$ cat src/rtl/servo_pkg.sv
// Shared timing constants and state encoding for the servo PWM link.
// The PWM generator and pwm_capture both consume these defaults so the two ends agree.
package servo_pkg;

  localparam int unsigned CLK_FREQ = 100_000_000;

  localparam int unsigned DEFAULT_OFFSET_CYCLES   = 100_000;    // 1.0 ms decodes to 0
  localparam int unsigned DEFAULT_TICK_CYCLES     = 390;        // cycles per command LSB
  localparam int unsigned DEFAULT_MAX_HIGH_CYCLES = 250_000;    // 2.5 ms rejected as too long
  localparam int unsigned DEFAULT_TIMEOUT_CYCLES  = 2_500_000;  // 25 ms without a rising edge

  localparam int HIGH_CNT_W    = 18;
  localparam int SUB_CNT_W     = 9;
  localparam int TICK_CNT_W    = 8;
  localparam int TIMEOUT_CNT_W = 22;

  typedef enum logic [1:0] {
    WAIT_LOW,
    IDLE,
    OFFSET,
    MEASURE
  } cap_state_e;

endpackage

$ cat src/rtl/pwm_edge_sync.sv
// Brings the asynchronous PWM pin into the clk domain and detects its edges.
// Rise and fall share the same pipeline delay, so measured widths are unbiased.
module pwm_edge_sync (
  input  logic clk,
  input  logic rst,
  input  logic pwm_in,
  output logic level,
  output logic rise,
  output logic fall
);

  logic s1, s2, s3;

  // NOTE: non-blocking assignments make s1->s2->s3 a true shift register; blocking ones would collapse it.
  always_ff @(posedge clk) begin
    if (!rst) begin
      s1 <= 1'b0;
      s2 <= 1'b0;
      s3 <= 1'b0;
    end else begin
      s1 <= pwm_in;
      s2 <= s1;
      s3 <= s2;
    end
  end

  assign level = s2;
  assign rise  = s2 & ~s3;
  assign fall  = ~s2 & s3;

endmodule

$ cat src/rtl/pwm_capture.sv
// Measures the high time of a servo PWM pulse and decodes it to an 8-bit command,
// flagging out-of-range pulses and loss of signal.
module pwm_capture
  import servo_pkg::*;
#(
  parameter int unsigned OFFSET_CYCLES   = DEFAULT_OFFSET_CYCLES,
  parameter int unsigned TICK_CYCLES     = DEFAULT_TICK_CYCLES,
  parameter int unsigned MAX_HIGH_CYCLES = DEFAULT_MAX_HIGH_CYCLES,
  parameter int unsigned TIMEOUT_CYCLES  = DEFAULT_TIMEOUT_CYCLES
) (
  input  logic       clk,
  input  logic       rst,
  input  logic       pwm_in,
  output logic [7:0] value,
  output logic       valid,
  output logic       range_err,
  output logic       signal_lost
);

  if (OFFSET_CYCLES < 2 || MAX_HIGH_CYCLES <= OFFSET_CYCLES ||
      MAX_HIGH_CYCLES >= (1 << HIGH_CNT_W) || TICK_CYCLES < 1 ||
      TICK_CYCLES > (1 << SUB_CNT_W) || TIMEOUT_CYCLES < 1 ||
      TIMEOUT_CYCLES >= (1 << TIMEOUT_CNT_W)) begin : g_bad_params
    $error("pwm_capture: timing parameters do not fit the counter widths");
  end

  localparam logic [HIGH_CNT_W-1:0]    OFFSET_LAST  = HIGH_CNT_W'(OFFSET_CYCLES - 1);
  localparam logic [HIGH_CNT_W-1:0]    MAX_LAST     = HIGH_CNT_W'(MAX_HIGH_CYCLES - 1);
  localparam logic [SUB_CNT_W-1:0]     SUB_LAST     = SUB_CNT_W'(TICK_CYCLES - 1);
  localparam logic [TIMEOUT_CNT_W-1:0] TIMEOUT_LAST = TIMEOUT_CNT_W'(TIMEOUT_CYCLES - 1);
  localparam logic [TIMEOUT_CNT_W-1:0] TIMEOUT_SAT  = TIMEOUT_CNT_W'(TIMEOUT_CYCLES);

  logic level, rise, fall;

  pwm_edge_sync u_sync (
    .clk    (clk),
    .rst    (rst),
    .pwm_in (pwm_in),
    .level  (level),
    .rise   (rise),
    .fall   (fall)
  );

  cap_state_e                state;
  logic [HIGH_CNT_W-1:0]     high_cnt;
  logic [SUB_CNT_W-1:0]      sub_cnt;
  logic [TICK_CNT_W-1:0]     tick_cnt;
  logic [TIMEOUT_CNT_W-1:0]  timeout_cnt;

  always_ff @(posedge clk) begin
    if (!rst) begin
      state       <= WAIT_LOW;
      high_cnt    <= '0;
      sub_cnt     <= '0;
      tick_cnt    <= '0;
      timeout_cnt <= '0;
      value       <= '0;
      valid       <= 1'b0;
      range_err   <= 1'b0;
      signal_lost <= 1'b1;
    end else begin
      valid     <= 1'b0;
      range_err <= 1'b0;

      if (rise)
        timeout_cnt <= '0;
      else if (timeout_cnt != TIMEOUT_SAT)
        timeout_cnt <= timeout_cnt + TIMEOUT_CNT_W'(1);

      unique case (state)
        WAIT_LOW: begin
          // high_cnt first counts two cycles so reset values in the synchronizer are flushed
          // before a low level is trusted; otherwise a pulse present at reset looks fresh.
          if (high_cnt < HIGH_CNT_W'(2))
            high_cnt <= high_cnt + HIGH_CNT_W'(1);
          else if (!level)
            state <= IDLE;
        end

        IDLE: begin
          if (rise) begin
            high_cnt <= HIGH_CNT_W'(1);
            sub_cnt  <= '0;
            tick_cnt <= '0;
            state    <= OFFSET;
          end
        end

        OFFSET: begin
          if (fall) begin
            value     <= '0;
            valid     <= 1'b1;
            range_err <= 1'b1;
            state     <= IDLE;
          end else begin
            high_cnt <= high_cnt + HIGH_CNT_W'(1);
            if (high_cnt == OFFSET_LAST)
              state <= MEASURE;
          end
        end

        MEASURE: begin
          if (fall) begin
            value       <= tick_cnt;
            valid       <= 1'b1;
            signal_lost <= 1'b0;
            state       <= IDLE;
          end else if (high_cnt == MAX_LAST) begin
            range_err <= 1'b1;
            state     <= WAIT_LOW;
          end else begin
            high_cnt <= high_cnt + HIGH_CNT_W'(1);
            if (sub_cnt == SUB_LAST) begin
              sub_cnt <= '0;
              if (tick_cnt != '1)
                tick_cnt <= tick_cnt + TICK_CNT_W'(1);
            end else begin
              sub_cnt <= sub_cnt + SUB_CNT_W'(1);
            end
          end
        end

        default: state <= WAIT_LOW;
      endcase

      // Placed last so a timeout wins even when a rise clears the counter in the same cycle.
      if (timeout_cnt == TIMEOUT_LAST)
        signal_lost <= 1'b1;
    end
  end

endmodule

$ cat config.mk
export PLATFORM = sky130hd
export DESIGN_NAME = pwm_capture
export DESIGN_NICKNAME = d
export VERILOG_FILES = /design/src/rtl/servo_pkg.sv /design/src/rtl/pwm_edge_sync.sv /design/src/rtl/pwm_capture.sv
export SDC_FILE = /design/constraint.sdc
export NUM_CORES = 1
export LEC_CHECK = 0
export BUFFER_PORTS_ARGS = -buffer_cell sky130_fd_sc_hd__clkbuf_2
export CELL_PAD_IN_SITES_DETAIL_PLACEMENT = 1
export CELL_PAD_IN_SITES_GLOBAL_PLACEMENT = 1
export CORE_MARGIN = 2
export CORE_UTILIZATION = 42
export CTS_CLUSTER_SIZE = 30
export DETAILED_ROUTE_END_ITERATION = 12
export PLACE_DENSITY_LB_ADDON = 0.1
export SYNTH_ARGS = -nofsm -noshare
export SYNTH_HDL_FRONTEND = slang
export SYNTH_SLANG_ARGS = --single-unit
$ cat constraint.sdc
create_clock -name clk -period 2 [get_ports clk]
set_input_delay 0.1 -clock clk [delete_from_list [all_inputs] [get_ports clk]]
set_output_delay 0.1 -clock clk [all_outputs]
set_load 0.005 [all_outputs]
==> flow_summary_export.csv, run 1 <==
group,metric,value,unit
outcome,status,"finished, violations left",
outcome,violations,"negative setup slack",
detailed_routing,vias,3593,
pwr,peakVddDrop,423,uV
timing,rsz0062_at_grt,"yes",
placed_design,hpwlAfterDp,7140,microns
cells_and_area,final_common_cell,"dfxtp_1",
clock_network,root_buffer,"clkbuf_8",
floorplan,io_pins,14,
clock_network,clk_pin_slew,80,ps
timing,setup_violations,24,
worst_setup_path,crit_path_start,"high_cnt[9]",
worst_setup_path,required,2290,ps
cells_and_area,fin_cells,613,
logic_synthesis,yosysUniqueCellTypes,50,
floorplan,core,8260,sq um
placed_design,io_buffers,13,
worst_setup_path,endpoint,"sub_cnt[6]",
job,cap_violations,0,
detailed_routing,viasPerCell,5.86,
logic_synthesis,synth_nets,436,
grt,grt_pass1_wl,17700,microns
timing,fin_crit_sh,104,%
grt,grt-ovfl-total,0,
worst_setup_path,cp_max_fo,7,
clock_network,cts_buffers,9,
placed_design,gp_congestion,0.839,
worst_setup_path,worst_setup_path_end_kind,"register",
detailed_routing,dr.pass1.iters,4,
timing,fin_ws,-83.6,ps
floorplan,row_count,33,
worst_setup_path,r2r_end,"sub_cnt[6]",
floorplan,dieHeight,96.7,microns
floorplan,die_area,9350,sq um
worst_setup_path,r2r_setup_slack,-80,ps
placed_design,post_dp_cell_area,4180,sq um
timing,max_freq,0.480,GHz
grt,grt_antenna_before_repair,0,
detailed_routing,ant_nets,0,
cells_and_area,final_cell_mix,"dfxtp_1 (72), buf_4 (60), nor2_1 (45), nand2_1 (33), nand3_1 (27)",
logic_synthesis,synth-seq-cells,73,
pwr,leakage,0.00169,uW
timing,skew,12.1,ps
worst_setup_path,reg2reg_from,"high_cnt[9]",
cells_and_area,fillers,1009,
timing,hold_viol_final,0,
logic_synthesis,ys_seq_area_share,40.5,%
logic_synthesis,netlist_instances,427,
grt,grt_start_max_net_pins,23,
timing,final_max_slew_viol_count,0,
clock_network,h-tree-depth,3,
detailed_routing,wl_per_cell,17.0,microns
logic_synthesis,synth_edf_count,0,
timing,period_minus_slack,2080,ps
clock_network,clock_sinks,73,
timing,relSlewSlack,65.2,%
detailed_routing,drc,0,
detailed_routing,initialDrtViolationCount,143,
logic_synthesis,yosys_warnings,0,
pwr,pwr_density_cell,768,nW/um^2
cells_and_area,stdcell_area,4670,sq um
worst_setup_path,crit_type,"register to register",
logic_synthesis,synth_flop_cell,"dfxtp_1",
cells_and_area,fin_util,56.6,%
floorplan,initial_core_util,43.7,%
logic_synthesis,avgSynthCellArea,8.45,sq um
logic_synthesis,syn_area,3610,sq um
min_path,min_path_type,"primary input to register",
min_path,hold_depth,2,
clock_network,insertion_delay,360,ps
detailed_routing,drt_wl_total,10400,microns
placed_design,placedCellCount,585,
clock_network,tritoncts,"done",
logic_synthesis,async_flop_share,0,%
floorplan,die_w,96.7,microns
timing,tightestPinTransition,520,ps
cells_and_area,layout.nets,512,
worst_setup_path,rr_worst_depth,7,
grt,grt_pass1_vias,3677,
cells_and_area,areaGrowthSynthToFinish,29.6,%
worst_setup_path,crit_arrival,2370,ps
clock_network,clk_path_buf_depth,2,
worst_setup_path,startpoint_type,"register",
cells_and_area,layout-drive-gt1-share,25.6,%
grt,globalRouteTotalUtil,22.7,%
cells_and_area,diodes,0,
## worst max-delay path: stages (launching register included)
cell and delay [ps]:
dfxtp_2 320, or4_4 550, or4_4 490, nor2_8 220, buf_12 140, buf_16 100, o31ai_1 70, a21oi_1 120
## state kept, by name, summed over array words and instances (netlist names), 2 cells and up
signal	flops
value	8
tick_cnt	8
timeout_cnt	22
state	2
high_cnt	18
sub_cnt	9
## kinds of logic (layout without fill, tap and decap cells)
logic type | Yosys count | after routing | synth area share (%)
AND/OR/NAND/NOR | 203 | 203 | 31.0
AO/OA/AOI/OAI | 94 | 94 | 17.1
flip-flops | 73 | 73 | 40.5
buffers and inverters | 29 | 110 | 3.92
XOR/XNOR | 20 | 20 | 4.86
adder cells (fa/ha/maj) | 6 | 6 | 2.08
multiplexers | 2 | 2 | 0.555
## how the worst min path moves through the flow
stage | from | endpoint | slack [ps]
after global routing | rst | signal_lost | 190
final | rst | signal_lost | 150
after floorplan | pwm_in | u_sync.s1 | 230
after detailed placement | pwm_in | u_sync.s1 | 340
after global placement | pwm_in | u_sync.s1 | 330
after CTS | rst | signal_lost | 110
## synth_stat cells (2+ instances only)
| library cell | number | area (sq um) |
|---|---|---|
| a21oi_1 | 27 | 135 |
| a21oi_2 | 3 | 26.3 |
| a22oi_1 | 8 | 60.1 |
| a31oi_1 | 3 | 18.8 |
| and2_1 | 7 | 43.8 |
| and3_1 | 8 | 50.1 |
| and4_1 | 5 | 43.8 |
| buf_2 | 2 | 10.0 |
| buf_8 | 2 | 30.0 |
| clkbuf_1 | 14 | 52.6 |
| dfxtp_1 | 73 | 1460 |
| ha_1 | 6 | 75.1 |
| inv_1 | 10 | 37.5 |
| mux2i_1 | 2 | 20.0 |
| nand2_1 | 33 | 124 |
| nand2b_1 | 4 | 25.0 |
| nand3_1 | 29 | 145 |
| nand4_1 | 14 | 87.6 |
| nand4b_1 | 2 | 17.5 |
| nor2_1 | 46 | 173 |
| nor3_1 | 8 | 40.0 |
| nor4_1 | 4 | 25.0 |
| nor4b_1 | 2 | 17.5 |
| o2111ai_1 | 2 | 17.5 |
| o211ai_1 | 4 | 30.0 |
| o21ai_0 | 9 | 45.0 |
| o21ai_1 | 7 | 35.0 |
| o21ai_2 | 2 | 17.5 |
| o31ai_1 | 19 | 143 |
| or3_1 | 10 | 62.6 |
| or4_1 | 21 | 158 |
| or4_4 | 2 | 22.5 |
| or4b_1 | 2 | 20.0 |
| or4b_2 | 3 | 30.0 |
| xnor2_1 | 4 | 35.0 |
| xor2_1 | 16 | 140 |
## metrics by stage
| step | setup TNS [ps] | worst slack, ps | power [uW] | hold slack, ps |
|---|---|---|---|---|
| finish | -1070 | -83.6 | 3590 | 150 |
| global placement | -579 | -84.2 | 2110 | 331 |
| CTS | -1090 | -82.0 | 3600 | 108 |
| floorplan | -118 | -23.6 | 1900 | 227 |
| detailed placement | -1260 | -116 | 2140 | 338 |
| global route | -3350 | -170 | 3750 | 192 |
## area by class of cell
type | instances | area [sq um] | share of cell area [%]
well taps | 105 | 131 | 2.81
clock buffers | 10 | 128 | 2.73
clock inverters | 6 | 115 | 2.46
multi-input cells | 325 | 2120 | 45.3
inverters | 10 | 37.5 | 0.803
repair buffers | 84 | 681 | 14.6
flip-flops and latches | 73 | 1460 | 31.3
## timing repair
item / 4_1_cts / 5_1_grt
hold buffers: 1 / 0
pin swaps: 3 / 7
gates cloned: 1 / 0
setup buffers: 8 / 2
endpoints found under the hold margin: 1 / 0
setup endpoints to repair: 27 / 34
gates resized for setup: 11 / 17
## per-layer routing
layer / up-vias / GRT usage (%) / share of wire [%] / routed length (microns)
li1: 1744 / - / - / -
met1: 1780 / 27.8 / 44 / 4560
met3: 20 / 3.47 / 2.8 / 293
met2: 49 / 40.5 / 52 / 5370
met5: - / 0 / 0 / 0
met4: 0 / 7.58 / 1.7 / 178
## power breakdown
part,switching [uW],internal [uW],leakage [uW]
sequential,37.4,1490,0.000590
combinational,389,241,0.000986
clock,595,835,0.000117
(Power assumes the default switching activity.)
==> inputs of run 2 (changes only) <==
--- a/config.mk
+++ b/config.mk
@@ -12,6 +12,7 @@
 export CORE_UTILIZATION = 42
 export CTS_CLUSTER_SIZE = 30
 export DETAILED_ROUTE_END_ITERATION = 12
+export GPL_TIMING_DRIVEN = 0
 export PLACE_DENSITY_LB_ADDON = 0.1
 export SYNTH_ARGS = -nofsm -noshare
 export SYNTH_HDL_FRONTEND = slang
==> flow_summary_export.csv, run 2 (same netlist as run 1, synthesis figures left out) <==
group,metric,value,unit
worst_setup_path,max_stage_delay,570,ps
timing,fin_crit_sh,111,%
pwr,pwr_density_cell,745,nW/um^2
cells_and_area,areaGrowthSynthToFinish,23.5,%
worst_setup_path,r2r_setup_slack,-210,ps
cells_and_area,fillers,979,
cells_and_area,final_common_cell,"dfxtp_1",
job,cap_violations,0,
cells_and_area,layout-drive-gt1-share,22.6,%
detailed_routing,dr.pass1.iters,4,
placed_design,io_buffers,13,
placed_design,gp_congestion,0.832,
timing,final_max_slew_viol_count,0,
cells_and_area,fin_util,54.0,%
worst_setup_path,worst_setup_path_end_kind,"register",
clock_network,clk_path_buf_depth,2,
worst_setup_path,crit_arrival,2500,ps
worst_setup_path,required,2290,ps
grt,grt_antenna_before_repair,0,
grt,grt_pass1_wl,17600,microns
timing,hold_viol_final,0,
grt,globalRouteTotalUtil,22.6,%
worst_setup_path,cp_max_fo,10,
clock_network,clk_pin_slew,80,ps
floorplan,initial_core_util,43.7,%
cells_and_area,fin_cells,578,
floorplan,dieHeight,96.7,microns
detailed_routing,ant_nets,0,
clock_network,tritoncts,"done",
detailed_routing,wl_met3,280,microns
detailed_routing,initialDrtViolationCount,112,
floorplan,io_pins,14,
timing,rsz0062_at_grt,"yes",
floorplan,die_area,9350,sq um
cells_and_area,max_flop_register,"timeout_cnt",
cells_and_area,layout.nets,477,
cells_and_area,diodes,0,
grt,grt-ovfl-total,0,
detailed_routing,wl_met2,5160,microns
timing,tightestPinTransition,657,ps
min_path,min-delay-start,"rst",
worst_setup_path,reg2reg_from,"high_cnt[9]",
timing,fin_ws,-214,ps
placed_design,hpwlAfterDp,6850,microns
cells_and_area,largestRegisters,"timeout_cnt (22), high_cnt (18), sub_cnt (9)",
pwr,leakage,0.00149,uW
worst_setup_path,rr_worst_depth,6,
cells_and_area,final_cell_mix,"dfxtp_1 (66), nor2_1 (45), nand2_1 (32), nand3_1 (26), a21oi_1 (23)",
clock_network,root_buffer,"clkbuf_8",
cells_and_area,largest_register_ff_count,22,
floorplan,row_count,33,
detailed_routing,vias,3432,
outcome,violations,"negative setup slack",
detailed_routing,wl_per_cell,18.1,microns
timing,max_freq,0.452,GHz
detailed_routing,highest_layer,"met4",
timing,setup_violations,34,
pwr,peakVddDrop,385,uV
outcome,status,"finished, violations left",
detailed_routing,viasPerCell,5.94,
placed_design,placedCellCount,545,
clock_network,clock_sinks,73,
worst_setup_path,endpoint,"high_cnt[3]",
grt,grt_start_max_net_pins,13,
placed_design,post_dp_cell_area,3810,sq um
worst_setup_path,crit_type,"register to register",
cells_and_area,stdcell_area,4460,sq um
timing,skew,5.04,ps
timing,relSlewSlack,56.0,%
worst_setup_path,startpoint_type,"register",
timing,setup_tns,-4240,ps
floorplan,die_w,96.7,microns
timing,period_minus_slack,2210,ps
worst_setup_path,r2r_end,"high_cnt[3]",
worst_setup_path,crit_chain,"or4_4 -> nor2_2 -> a31oi_4 -> clkbuf_4 -> or4_1 -> a21oi_2",
min_path,min_path_type,"primary input to register",
clock_network,cts_buffers,9,
worst_setup_path,slowest_stage,"or4_4",
detailed_routing,drt_wl_total,10500,microns
detailed_routing,drt-met1-wl,4910,microns
detailed_routing,drc,0,
worst_setup_path,crit_path_start,"high_cnt[9]",
grt,grt_pass1_vias,3498,
floorplan,core,8260,sq um
clock_network,insertion_delay,360,ps
clock_network,h-tree-depth,3,
run 2: what timing repair did:
action | 4_1_cts | 5_1_grt
hold buffers | 1 | 0
gates cloned | 2 | 0
setup endpoints to repair | 50 | 40
pin swaps | 4 | 3
hold endpoints to repair | 1 | 0
buffers inserted | 12 | 5
resized for setup | 47 | 19
run 2: critical path: cells and delay by family, from the launching register on:
family                 cells  cell delay [ps]
AO/OA/AOI/OAI              2              290
buffers and inverters      1              210
flip-flops                 1              340
AND/OR/NAND/NOR            3             1300
run 2: layout make-up:
class                   instances  area [sq um]  area share, %
plain buffers                  16           116           2.61
inverters                      10          37.5          0.842
clock buffers                  12           135           3.03
multi-input cells             325          2220           49.7
repair buffers                 33           295           6.63
well taps                     105           131           2.95
clock inverters                 4          53.8           1.21
flip-flops and latches         73          1470           33.0
run 2: how the worst min path moves through the flow:
| stage | to | slack, ps | cells past startpoint |
|---|---|---|---|
| 4_1_cts | sub_cnt[1] | 130 | 3 |
| 6_report | sub_cnt[3] | 140 | 3 |
| 3_5_place_dp | u_sync.s1 | 310 | 2 |
| 3_3_place_gp | u_sync.s1 | 310 | 2 |
| 5_1_grt | sub_cnt[0] | 150 | 3 |
| 2_1_floorplan | u_sync.s1 | 230 | 1 |
run 2: power by group:
part / switching (uW) / internal [uW] / total, uW
Sequential: 66.3 / 1500 / 1560
Combinational: 377 / 220 / 596
Clock: 578 / 580 / 1160
run 2: stage by stage:
| stage | power (uW) | setup WS [ps] | hold WS (ps) |
|---|---|---|---|
| 5_1_grt | 3470 | -292 | 148 |
| 6_report | 3320 | -214 | 143 |
| 3_5_place_dp | 2060 | -431 | 311 |
| 4_1_cts | 3320 | -211 | 128 |
| 2_1_floorplan | 1900 | -23.6 | 227 |
| 3_3_place_gp | 2050 | -450 | 310 |
run 2: per-layer routing:
| metal | up-vias | global-route usage, % |
|---|---|---|
| li1 | 1682 | - |
| met1 | 1703 | 28.6 |
| met2 | 36 | 38.8 |
| met3 | 11 | 5.49 |
| met4 | 0 | 5.74 |
| met5 | - | 0 |
==> inputs of run 3 (changes only) <==
--- a/config.mk
+++ b/config.mk
@@ -9,8 +9,8 @@
 export CELL_PAD_IN_SITES_DETAIL_PLACEMENT = 1
 export CELL_PAD_IN_SITES_GLOBAL_PLACEMENT = 1
 export CORE_MARGIN = 2
-export CORE_UTILIZATION = 42
-export CTS_CLUSTER_SIZE = 30
+export CORE_UTILIZATION = 47
+export CTS_CLUSTER_SIZE = 24
 export DETAILED_ROUTE_END_ITERATION = 12
 export GPL_TIMING_DRIVEN = 0
 export PLACE_DENSITY_LB_ADDON = 0.1
==> constraint.sdc (replaced) <==
create_clock -name clk -period 2.2 [get_ports clk]
set_input_delay 0.11 -clock clk [delete_from_list [all_inputs] [get_ports clk]]
set_output_delay 0.11 -clock clk [all_outputs]
set_load 0.005 [all_outputs]
==> flow_summary_export.csv, run 3 (same netlist as run 1, synthesis figures left out) <==
group,metric,value,unit
timing,fin_hold_ws,138,ps
cells_and_area,largest_register_ff_count,22,
floorplan,io_pins,14,
cells_and_area,max_flop_register,"timeout_cnt",
timing,relSlewSlack,60.4,%
floorplan,die_area,8390,sq um
clock_network,insertion_delay,350,ps
worst_setup_path,crit_chain,"or4_4 -> or4_4 -> buf_6 -> o22ai_4 -> buf_6 -> o21ai_1 -> a21oi_1",
floorplan,dieHeight,91.6,microns
cells_and_area,final_common_cell,"dfxtp_1",
grt,grt_pass1_vias,3465,
worst_setup_path,worst_setup_path_end_kind,"register",
worst_setup_path,max_stage_delay,560,ps
pwr,leakage,0.00146,uW
cells_and_area,areaGrowthSynthToFinish,21.0,%
pwr,finalPower,3240,uW
worst_setup_path,slowest_stage,"or4_4",
worst_setup_path,cp_max_fo,5,
timing,max_freq,0.452,GHz
clock_network,clk_path_buf_depth,2,
detailed_routing,drc,0,
cells_and_area,layout.nets,473,
cells_and_area,layout-drive-gt1-share,19.0,%
grt,globalRouteTotalUtil,25.1,%
timing,setup_violations,1,
worst_setup_path,crit_type,"register to register",
detailed_routing,drt_wl_total,10100,microns
min_path,min_path_type,"primary input to register",
timing,period_minus_slack,2210,ps
timing,final_max_slew_viol_count,0,
placed_design,hpwlAfterDp,6620,microns
grt,grt-ovfl-total,0,
detailed_routing,wl_per_cell,17.7,microns
clock_network,tritoncts,"done",
floorplan,die_w,91.6,microns
cells_and_area,diodes,0,
grt,grt_pass1_wl,16900,microns
timing,tightestPinTransition,589,ps
clock_network,cts_buffers,9,
timing,skew,10.2,ps
cells_and_area,largestRegisters,"timeout_cnt (22), high_cnt (18), sub_cnt (9)",
detailed_routing,vias,3423,
detailed_routing,viasPerCell,6.03,
timing,fin_crit_sh,101,%
pwr,pwr_density_cell,743,nW/um^2
pwr,peakVddDrop,460,uV
worst_setup_path,cp.buffers_inverters,2,
floorplan,row_count,31,
worst_setup_path,crit_arrival,2480,ps
grt,grt_start_max_net_pins,14,
clock_network,h-tree-depth,3,
floorplan,initial_core_util,49.2,%
worst_setup_path,r2r_setup_slack,-10,ps
cells_and_area,final_cell_mix,"dfxtp_1 (67), nor2_1 (45), nand2_1 (32), a21oi_1 (27), nand3_1 (26)",
clock_network,clock_sinks,73,
outcome,violations,"negative setup slack",
detailed_routing,ant_nets,0,
clock_network,clk_pin_slew,80,ps
detailed_routing,dr.pass1.iters,4,
floorplan,core,7330,sq um
outcome,status,"finished, violations left",
placed_design,gp_congestion,0.833,
placed_design,io_buffers,13,
timing,fin_ws,-13.1,ps
cells_and_area,stdcell_area,4360,sq um
worst_setup_path,required,2460,ps
worst_setup_path,crit_family,"simple AND/OR/NAND/NOR gates",
clock_network,root_buffer,"clkbuf_8",
worst_setup_path,startpoint_type,"register",
grt,grt_antenna_before_repair,0,
job,cap_violations,0,
timing,hold_viol_final,0,
placed_design,post_dp_cell_area,3800,sq um
detailed_routing,initialDrtViolationCount,112,
-- run 3: worst register-to-register path, stage by stage (launching register included) --
cell and delay [ps]:
dfxtp_4 350, or4_4 560, or4_4 510, buf_6 160
o22ai_4 140, buf_6 150, o21ai_1 60, a21oi_1 200
-- run 3: worst paths after layout --
check              startpoint      endpoint  cells after the start
setup / recovery  high_cnt[4]   tick_cnt[0]                      7
hold / removal            rst    sub_cnt[1]                      3
setup reg to reg  high_cnt[4]   tick_cnt[0]                      7
hold reg to reg     u_sync.s1  u_sync.level                      1
-- run 3: per-layer routing --
layer | vias to the layer above | global-route usage [%] | part of all wire [%] | wire, microns
met1 | 1711 | 31.7 | 46 | 4600
met3 | 8 | 5.23 | 2.4 | 239
met4 | 0 | 6.94 | 1.2 | 125
li1 | 1672 | - | - | -
met2 | 32 | 43.0 | 51 | 5110
met5 | - | 0 | 0 | 0
-- run 3: final cells by class --
cell class / count / area [sq um]
well taps: 99 / 124
plain buffers: 15 / 95.1
fillers: 875 / 2970
flip-flops and latches: 73 / 1470
repair buffers: 30 / 255
clock inverters: 6 / 115
multi-input cells: 325 / 2130
inverters: 10 / 37.5
clock buffers: 10 / 138
-- run 3: power by group --
group	switching, uW	internal [uW]
Clock	526	788
Combinational	332	179
Sequential	58.3	1360
-- run 3: what timing repair did --
action | 4_1_cts | 5_1_grt
setup buffers | 7 | 7
hold buffers | 1 | 0
gates cloned | 1 | 1
resized for setup | 24 | 27
endpoints found under the setup margin | 37 | 36
pin swaps | 3 | 5
hold endpoints to repair | 1 | 0
-- run 3: stage by stage --
step	setup TNS [ps]	std cells	util [%]	setup WS [ps]
floorplan	0	427	-	36.9
global placement	-5260	539	51.8	-291
detailed placement	-6150	539	51.8	-300
CTS	0	563	57.9	9.93
global route	-385	568	59.5	-74.1
finish	-13.1	568	59.5	-13.1
